<file path="config.mk">
export PLATFORM = sky130hd
export DESIGN_NAME = if_stage
export DESIGN_NICKNAME = d
export VERILOG_FILES = /design/src/rtl/if_stage.sv
export SDC_FILE = /design/constraint.sdc
export NUM_CORES = 1
export LEC_CHECK = 0
export CORE_MARGIN = 3
export CORE_UTILIZATION = 25
export DETAILED_ROUTE_END_ITERATION = 16
export HOLD_SLACK_MARGIN = 0.15
export RECOVER_POWER = 100
export SETUP_SLACK_MARGIN = 0.02
export SLEW_MARGIN = 20
export SYNTH_ARGS = -nofsm -noshare
export SYNTH_HDL_FRONTEND = slang
export SYNTH_SLANG_ARGS = --single-unit
</file>
<file path="constraint.sdc">
create_clock -name clk -period 11.6 [get_ports clk]
set_input_delay 2.9 -clock clk [delete_from_list [all_inputs] [get_ports clk]]
set_output_delay 2.9 -clock clk [all_outputs]
set_load 0.02 [all_outputs]
</file>
<file path="src/rtl/if_stage.sv">
// Instruction-fetch stage: owns the PC, drives the synchronous instruction
// memory, applies EX-stage redirects and hazard stalls, and presents the IF/ID
// pipeline register to decode.
//
// Control semantics: redirect_valid is a single-cycle request that is always
// accepted on the edge it is sampled and outranks stall. stall freezes the PC,
// the in-flight fetch and IF/ID. While stall is high and no redirect is
// pending, imem_en is held low so the memory keeps presenting the word for the
// frozen in-flight fetch.
module if_stage #(
  parameter logic [31:0] RESET_PC  = 32'h0000_0000,
  parameter logic [31:0] NOP_INSTR = 32'h0000_0000
) (
  input  logic        clk,
  input  logic        reset,
  input  logic        stall,
  input  logic        redirect_valid,
  input  logic [31:0] redirect_pc,
  output logic [31:0] imem_addr,
  output logic        imem_en,
  input  logic [31:0] imem_rdata,
  output logic        id_valid,
  output logic [31:0] id_instr,
  output logic [31:0] id_pc,
  output logic [31:0] id_pc_plus4,
  output logic        misalign_err
);

  logic [31:0] pc_q, pc_d;
  logic        f1_valid_q, f1_valid_d;
  logic [31:0] f1_pc_q, f1_pc_d;
  logic        id_valid_q, id_valid_d;
  logic [31:0] id_instr_q, id_instr_d;
  logic [31:0] id_pc_q, id_pc_d;
  logic [31:0] id_pc_plus4_q, id_pc_plus4_d;
  logic        misalign_err_q, misalign_err_d;

  // Memory interface: fetch at the PC; reads are suppressed while frozen or in reset.
  always_comb begin
    imem_addr = pc_q;
    imem_en   = (~stall | redirect_valid) & ~reset;
  end

  // Next-state selection: redirect flushes, stall holds, otherwise advance.
  always_comb begin
    pc_d           = pc_q;
    f1_valid_d     = f1_valid_q;
    f1_pc_d        = f1_pc_q;
    id_valid_d     = id_valid_q;
    id_instr_d     = id_instr_q;
    id_pc_d        = id_pc_q;
    id_pc_plus4_d  = id_pc_plus4_q;
    misalign_err_d = redirect_valid & (|redirect_pc[1:0]);

    if (redirect_valid) begin
      // Low address bits are dropped; the in-flight and IF/ID slots are wrong-path.
      pc_d          = {redirect_pc[31:2], 2'b00};
      f1_valid_d    = 1'b0;
      f1_pc_d       = pc_q;
      id_valid_d    = 1'b0;
      id_instr_d    = NOP_INSTR;
      id_pc_d       = f1_pc_q;
      id_pc_plus4_d = f1_pc_q + 32'd4;
    end else if (!stall) begin
      pc_d          = pc_q + 32'd4;
      f1_valid_d    = 1'b1;
      f1_pc_d       = pc_q;
      id_valid_d    = f1_valid_q;
      // Never forward memory data for an empty fetch slot (keeps X out of decode).
      id_instr_d    = f1_valid_q ? imem_rdata : NOP_INSTR;
      id_pc_d       = f1_pc_q;
      id_pc_plus4_d = f1_pc_q + 32'd4;
    end
  end

  // Pipeline state registers with asynchronous reset.
  always_ff @(posedge clk or posedge reset) begin
    if (reset) begin
      pc_q           <= RESET_PC;
      f1_valid_q     <= 1'b0;
      f1_pc_q        <= RESET_PC;
      id_valid_q     <= 1'b0;
      id_instr_q     <= NOP_INSTR;
      id_pc_q        <= 32'd0;
      id_pc_plus4_q  <= 32'd0;
      misalign_err_q <= 1'b0;
    end else begin
      pc_q           <= pc_d;
      f1_valid_q     <= f1_valid_d;
      f1_pc_q        <= f1_pc_d;
      id_valid_q     <= id_valid_d;
      id_instr_q     <= id_instr_d;
      id_pc_q        <= id_pc_d;
      id_pc_plus4_q  <= id_pc_plus4_d;
      misalign_err_q <= misalign_err_d;
    end
  end

  // Registered outputs.
  always_comb begin
    id_valid     = id_valid_q;
    id_instr     = id_instr_q;
    id_pc        = id_pc_q;
    id_pc_plus4  = id_pc_plus4_q;
    misalign_err = misalign_err_q;
  end

endmodule

</file>
==> results of run 1 <==
## metrics by stage
| stage | setup WS [ns] | hold slack [ns] | util | power (mW) | cells |
|---|---|---|---|---|---|
| floorplan | 4.51 | 0.481 | - | 0.786 | 715 |
| global placement | 3.48 | 0.451 | 0.341 | 0.939 | 1204 |
| detailed placement | 3.47 | 0.459 | 0.341 | 0.944 | 1204 |
| CTS | 3.46 | 0.473 | 0.365 | 1.54 | 1236 |
| global route | 2.35 | 0.498 | 0.365 | 1.57 | 1236 |
| finish | 2.78 | 0.463 | 0.365 | 1.50 | 1236 |
## how the worst min path moves through the flow
stage | slack (ns) | from | endpoint
2_1_floorplan | 0.48 | f1_valid_q | f1_valid_q
3_3_place_gp | 0.45 | id_pc[9] | id_pc[9]
3_5_place_dp | 0.46 | id_pc_plus4[3] | id_pc_plus4[3]
4_1_cts | 0.47 | id_pc_plus4[3] | id_pc_plus4[3]
5_1_grt | 0.50 | id_pc[3] | id_pc[3]
6_report | 0.46 | id_pc_plus4[3] | id_pc_plus4[3]
## metal layers
| layer | track usage | part of all wire |
|---|---|---|
| met3 | 0.0344 | 0.039 |
| met5 | 0 | 0 |
| met2 | 0.209 | 0.46 |
| met4 | 0.0399 | 0.015 |
| met1 | 0.202 | 0.49 |
## layout make-up
type                            count  share of cell area
Sequential cell                   155               0.405
Timing Repair Buffer              197               0.203
Tap cell                          335              0.0437
Clock inverter                     12              0.0168
Clock buffer                       20              0.0477
Multi-Input combinational cell    511               0.281
Inverter                            6             0.00248
## state kept, by name, indices dropped and copies added (netlist names)
name          count
id_pc_plus4      30
f1_pc_q          30
misalign_err      1
id_valid          1
id_pc            30
id_instr         32
f1_valid_q        1
imem_addr        30
## cells in the final DEF (no fill, tap or decap), types with 14 or more instances in the layout
cell type and count:
dfrtp_1 155, nor2_1 19, xor2_1 38, nand4_1 16
xnor2_1 14, clkdlybuf4s50_1 64, dlygate4sd3_1 127, nand3_1 23
a22o_1 32, o21ai_0 57, clkbuf_16 17, nand2_1 250
## worst reg2reg max path: stages (launching register included)
cell	delay (ns)
dfrtp_1	0.51
nand4_2	0.23
or4_4	0.60
nor4_1	0.61
xnor2_1	0.20
o21ai_0	0.09
## cells by family after synthesis
family          after synthesis  share of synthesized area
fa+ha+maj                     2                    0.00371
flops                       155                      0.575
compound gates              101                     0.0958
buf+inv                      49                     0.0310
other cells                   1                   0.000556
mux                           1                    0.00148
simple gates                349                      0.225
xor+xnor                     52                     0.0675
## power by group through the flow
stage | sequential, mW | combinational, mW | clock, mW
after detailed placement | 0.667 | 0.277 | 0
after global routing | 0.664 | 0.282 | 0.623
after CTS | 0.657 | 0.278 | 0.605
after global placement | 0.664 | 0.275 | 0
final | 0.654 | 0.257 | 0.587
after floorplan | 0.701 | 0.0856 | 0
==> key figures, run 1 <==
Synth
  – #FFs+latches synth: 155
  – Top cells by count, synth: nand2_1 (250), dfrtp_1 (155), o21ai_0 (57)
  – Share of async-settable or async-resettable flops after synthesis: 1.00
  – Share of the synthesized area in the top cell type: 0.575
  – Synthesized cell area: 6740 um2
  – Seq/Total Area, Yosys: 0.575
  – Syn Inst Count: 710
  – Synthesis warning total: 0
  – Largest cells by area after synthesis: dfrtp_1 (58%), nand2_1 (14%), xor2_1 (4.9%)
  – Most numerous cell in the Yosys netlist: nand2_1
  – Avg Cell Area, Syn: 9.50 um2
  – Netlist cell types: 40
  – EDFF count, synth: 0
  – Biggest area consumer among synthesized cells: dfrtp_1
  – Synth Flop Type: dfrtp_1

Placed design
  – Routability cong.: 0.815
  – PortBufs: 192
  – Area after DPL: 8970 um2
  – Final HPWL DP: 14,500 um

Critical path
  – Worst path slowest cell: clkbuf_1
  – Cell-by-cell listing of the critical path: clkbuf_1 -> nor2b_4 -> buf_4 -> nor2_1 -> dlygate4sd3_1
  – Worst setup EP type: output pin
  – FF-to-FF End: id_pc_plus4[29]
  – CP Capture Point: imem_en
  – Worst R2R Path Depth: 5
  – Crit path buffers/inverters: 3
  – Critical path launch point type: primary input
  – Critical Path RT: 8.70 ns
  – CP Data Arrival Time: 5.92 ns
  – Kind of critical path: primary input to output pin
  – Worst R2R Setup Slack: 9.15 ns
  – CP Launch Point: redirect_valid
  – Delay-heaviest family, CP: buffers and inverters
  – Worst reg2reg startpoint: f1_pc_q[5]
  – CP max FO: 95
  – Number of cells on the critical path: 5
  – Delay of the slowest critical-path stage: 1.66 ns

Global route
  – Number of global-route vias before repair: 5,405
  – Largest net degree at the start of global routing: 96
  – Overall routing resource usage: 0.140
  – Initial antenna violation count: 0
  – First-pass GRT wire length: 31,600 um
  – Grt total ovfl: 0

Cells and area
  – Synthesis-to-finish area growth: 42.1%
  – Fillcell total: 2,691
  – Finished Cell Area: 9580 um2
  – Area occupied by multi-input gates: 2690 um2
  – Final nets: 958
  – Share of layout cells above drive strength 1: 0.0466
  – Reg area: 3880 um2
  – Antenna diode count: 0

STA
  – Post-Route Setup TNS: 0 ns
  – Fin Clk Skew: 0.0104 ns
  – Final hold vios: 0
  – Max Freq: 113 MHz
  – # setup viols final: 0
  – Pins Over Slew Limit: 267
  – RSZ-0062 raised after global routing: no
  – Final period util: 0.761
  – Fin crit period: 8.82 ns
  – Worst Tran Pin Value: 3.60 ns
  – Slew HR: -1.41

Run status
  – Failing checks: capacitance limit, slew limit
  – Status: finished with violations

Worst hold path
  – Worst Hold Class: flip-flop to flip-flop
  – WHS Path Cells: 2

Die
  – Core ar.: 26,300 um2
  – DIE AREA: 29,000 um2
  – Die height: 170 um
  – # rows: 59
  – Initial Utilization: 0.257
  – Num ports: 199
  – Die W: 170 um

Pwr
  – Flop pwr share: 0.436
  – Pwr Density: 156 nW/um2
  – Psw: 0.437 mW
  – Logic pwr share: 0.172
  – Sw Share: 0.292
  – Clock power frac: 0.392
  – Leakage: 4.33 nW
  – Worst vdd ir: 0.0790 mV
  – Int Pwr: 1.06 mW

CTS
  – Post-CTS Hold Fix Bufs: 0
  – Clock Sinks: 155
  – CTS tree: built
  – Post-CTS setup repair buffer count: 0
  – # resized after CTS: 0
  – Longest Clk Path Bufs: 2
  – Clk root buf: clkbuf_16
  – TritonCTS buffer count: 17
  – H-tree depth: 4
  – Skew-Pair Late Insertion Delay: 0.42 ns
  – Clock slew at reported path FFs: 0.06 ns

Routing
  – Initial DRC Count: 315
  – Routed WL: 20,200 um
  – Detailed-route DRC error count: 0
  – Routed vias: 5,425
  – Vias per std cell: 4.39
  – DR pass1 iterations: 4
  – Post-route ant nets: 0
  – Wire per inst: 16.3 um

Run
  – Max cap viols: 4
No activity file was read; power rests on OpenSTA's default activity.
==> run 2, diff against run 1 <==
==> constraint.sdc (replaced) <==
create_clock -name clk -period 7.1 [get_ports clk]
set_input_delay 1.775 -clock clk [delete_from_list [all_inputs] [get_ports clk]]
set_output_delay 1.775 -clock clk [all_outputs]
set_load 0.02 [all_outputs]
==> run 2 against run 1 <==
Net effect:
- the run still ends with capacitance limit, slew limit left
- core utilization down 0.052 points
- die area unchanged
- final cell count about the same
- via count up 1.3%
- first-iteration DRC count down 10%
- clock power up 61%
- global-route usage up 0.070 points
- routed wire length about the same
- critical path depth down 1
- critical endpoint unchanged
- highest routed layer unchanged
==> key figures, run 2 (synthesis results as in run 1) <==
STA
  – # setup viols final: 0
  – Pins Over Slew Limit: 127
  – Final hold vios: 0
  – Fin crit period: 5.37 ns
  – Worst Tran Pin Value: 2.80 ns
  – Fin Clk Skew: 0.0103 ns
  – Slew HR: -0.876
  – RSZ-0062 raised after global routing: no
  – Post-Route Setup TNS: 0 ns
  – Max Freq: 186 MHz
  – Final period util: 0.756

CTS
  – TritonCTS buffer count: 17
  – Clock Sinks: 155
  – Clock slew at reported path FFs: 0.06 ns
  – Skew-Pair Late Insertion Delay: 0.43 ns
  – Post-CTS setup repair buffer count: 0
  – Longest Clk Path Bufs: 2
  – Post-CTS Hold Fix Bufs: 0
  – CTS tree: built
  – H-tree depth: 4
  – Clk root buf: clkbuf_16
  – # resized after CTS: 0

Die
  – Core ar.: 26,300 um2
  – Initial Utilization: 0.257
  – Num ports: 199
  – # rows: 59
  – DIE AREA: 29,000 um2
  – Die height: 170 um
  – Die W: 170 um

Global route
  – Grt total ovfl: 0
  – Largest net degree at the start of global routing: 82
  – Overall routing resource usage: 0.141
  – Initial antenna violation count: 0
  – First-pass GRT wire length: 31,700 um
  – Number of global-route vias before repair: 5,377

Cells and area
  – Synthesis-to-finish area growth: 41.9%
  – Share of layout cells above drive strength 1: 0.0488
  – Antenna diode count: 0
  – Most frequent cells in the layout: nand2_1 (250), dfrtp_1 (155), dlygate4sd3_1 (127), clkdlybuf4s50_1 (64), o21ai_0 (57)
  – Reg area: 3880 um2
  – Fillcell total: 2,687
  – Largest register FFs: 32
  – Final Util: 0.364
  – Most common cell after layout, fill and taps aside: nand2_1
  – Finished Cell Area: 9570 um2
  – Final nets: 960
  – Area occupied by multi-input gates: 2690 um2

Critical path
  – Kind of critical path: primary input to output pin
  – Worst path slowest cell: dlygate4sd3_1
  – Worst setup EP type: output pin
  – CP most frequent cell: dlygate4sd3_1
  – Delay-heaviest family, CP: buffers and inverters
  – CP Data Arrival Time: 3.59 ns
  – Delay of the slowest critical-path stage: 0.79 ns
  – CP max FO: 9
  – Critical Path RT: 5.33 ns
  – Crit path buffers/inverters: 2
  – Critical path launch point type: primary input
  – Cell-by-cell listing of the critical path: dlygate4sd3_1 -> nor2b_1 -> nor2_1 -> dlygate4sd3_1

Placed design
  – Routability cong.: 0.843
  – PortBufs: 192
  – Final HPWL DP: 14,500 um
  – Area after DPL: 8990 um2

Routing
  – Vias per std cell: 4.44
  – DR pass1 iterations: 5
  – Initial DRC Count: 282
  – Detailed-route DRC error count: 0
  – Routed WL: 20,200 um
  – Wire per inst: 16.3 um
  – Routed vias: 5,498
  – Post-route ant nets: 0

Run
  – Max cap viols: 2

Run status
  – Status: finished with violations
  – Failing checks: capacitance limit, slew limit

Worst hold path
  – Worst Hold Class: flip-flop to flip-flop

Pwr
  – Worst vdd ir: 0.114 mV
  – Leakage: 4.34 nW
  – Pwr Density: 254 nW/um2
## run 2: cell count changes in the layout (fill, tap and decap cells not counted)
cell | previous run | this run
clkinv_2 | 1 | 4
buf_4 | 2 | 4
clkbuf_1 | 4 | 2
clkbuf_2 | 0 | 2
clkinvlp_4 | 3 | 1
inv_6 | 3 | 1
buf_2 | 0 | 1
buf_6 | 1 | 0
nor2b_1 | 1 | 2
nor2b_4 | 1 | 0
## run 2: worst register-to-register path: stages, from the launching register on
cell	delay, ns
dfrtp_1	0.51
nand4_2	0.23
or4_4	0.60
nor4_1	0.60
xnor2_1	0.20
o21ai_0	0.10
## run 2: power by group
group	switching (mW)	internal, mW	total (mW)	leakage [nW]
Combinational	0.238	0.182	0.420	2.09
Sequential	0.0943	0.973	1.07	1.96
Clock	0.374	0.569	0.943	0.296
Total	0.706	1.72	2.43	4.34
## run 2: cell type report
type / instances / area share
clock buffer: 20 / 0.0477
clock inverter: 11 / 0.0150
inverter: 6 / 0.00248
multi-input combinational: 511 / 0.281
sequential: 155 / 0.405
tap: 335 / 0.0438
timing repair buffer: 199 / 0.205
## run 2: final timing paths
check	start	endpoint	slack [ns]	depth (start not counted)
worst max register to register	f1_pc_q[5]	id_pc_plus4[29]	4.70	5
min in group asynchronous	reset	id_instr[18]	2.60	2
worst min-delay path	id_pc[8]	id_pc[8]	0.46	2
worst min register to register	id_pc[8]	id_pc[8]	0.46	2
max in group asynchronous	reset	id_pc_plus4[13]	2.27	3
worst max-delay path	stall	imem_en	1.73	4
## run 2: per-stage QoR
stage | setup WS [ns] | cells | total power, mW | hold WS [ns]
2_1_floorplan | 1.15 | 715 | 1.28 | 0.481
3_3_place_gp | 2.00 | 1206 | 1.53 | 0.452
3_5_place_dp | 1.97 | 1206 | 1.54 | 0.456
4_1_cts | 1.96 | 1237 | 2.50 | 0.470
5_1_grt | 1.64 | 1237 | 2.55 | 0.488
6_report | 1.73 | 1237 | 2.43 | 0.460
## run 2: layer usage
metal	vias to the layer above	wire [um]	global-route usage
li1	2734	-	-
met1	2607	9790	0.201
met2	135	9050	0.206
met3	22	1000	0.0374
met4	0	377	0.0462
met5	-	0	0
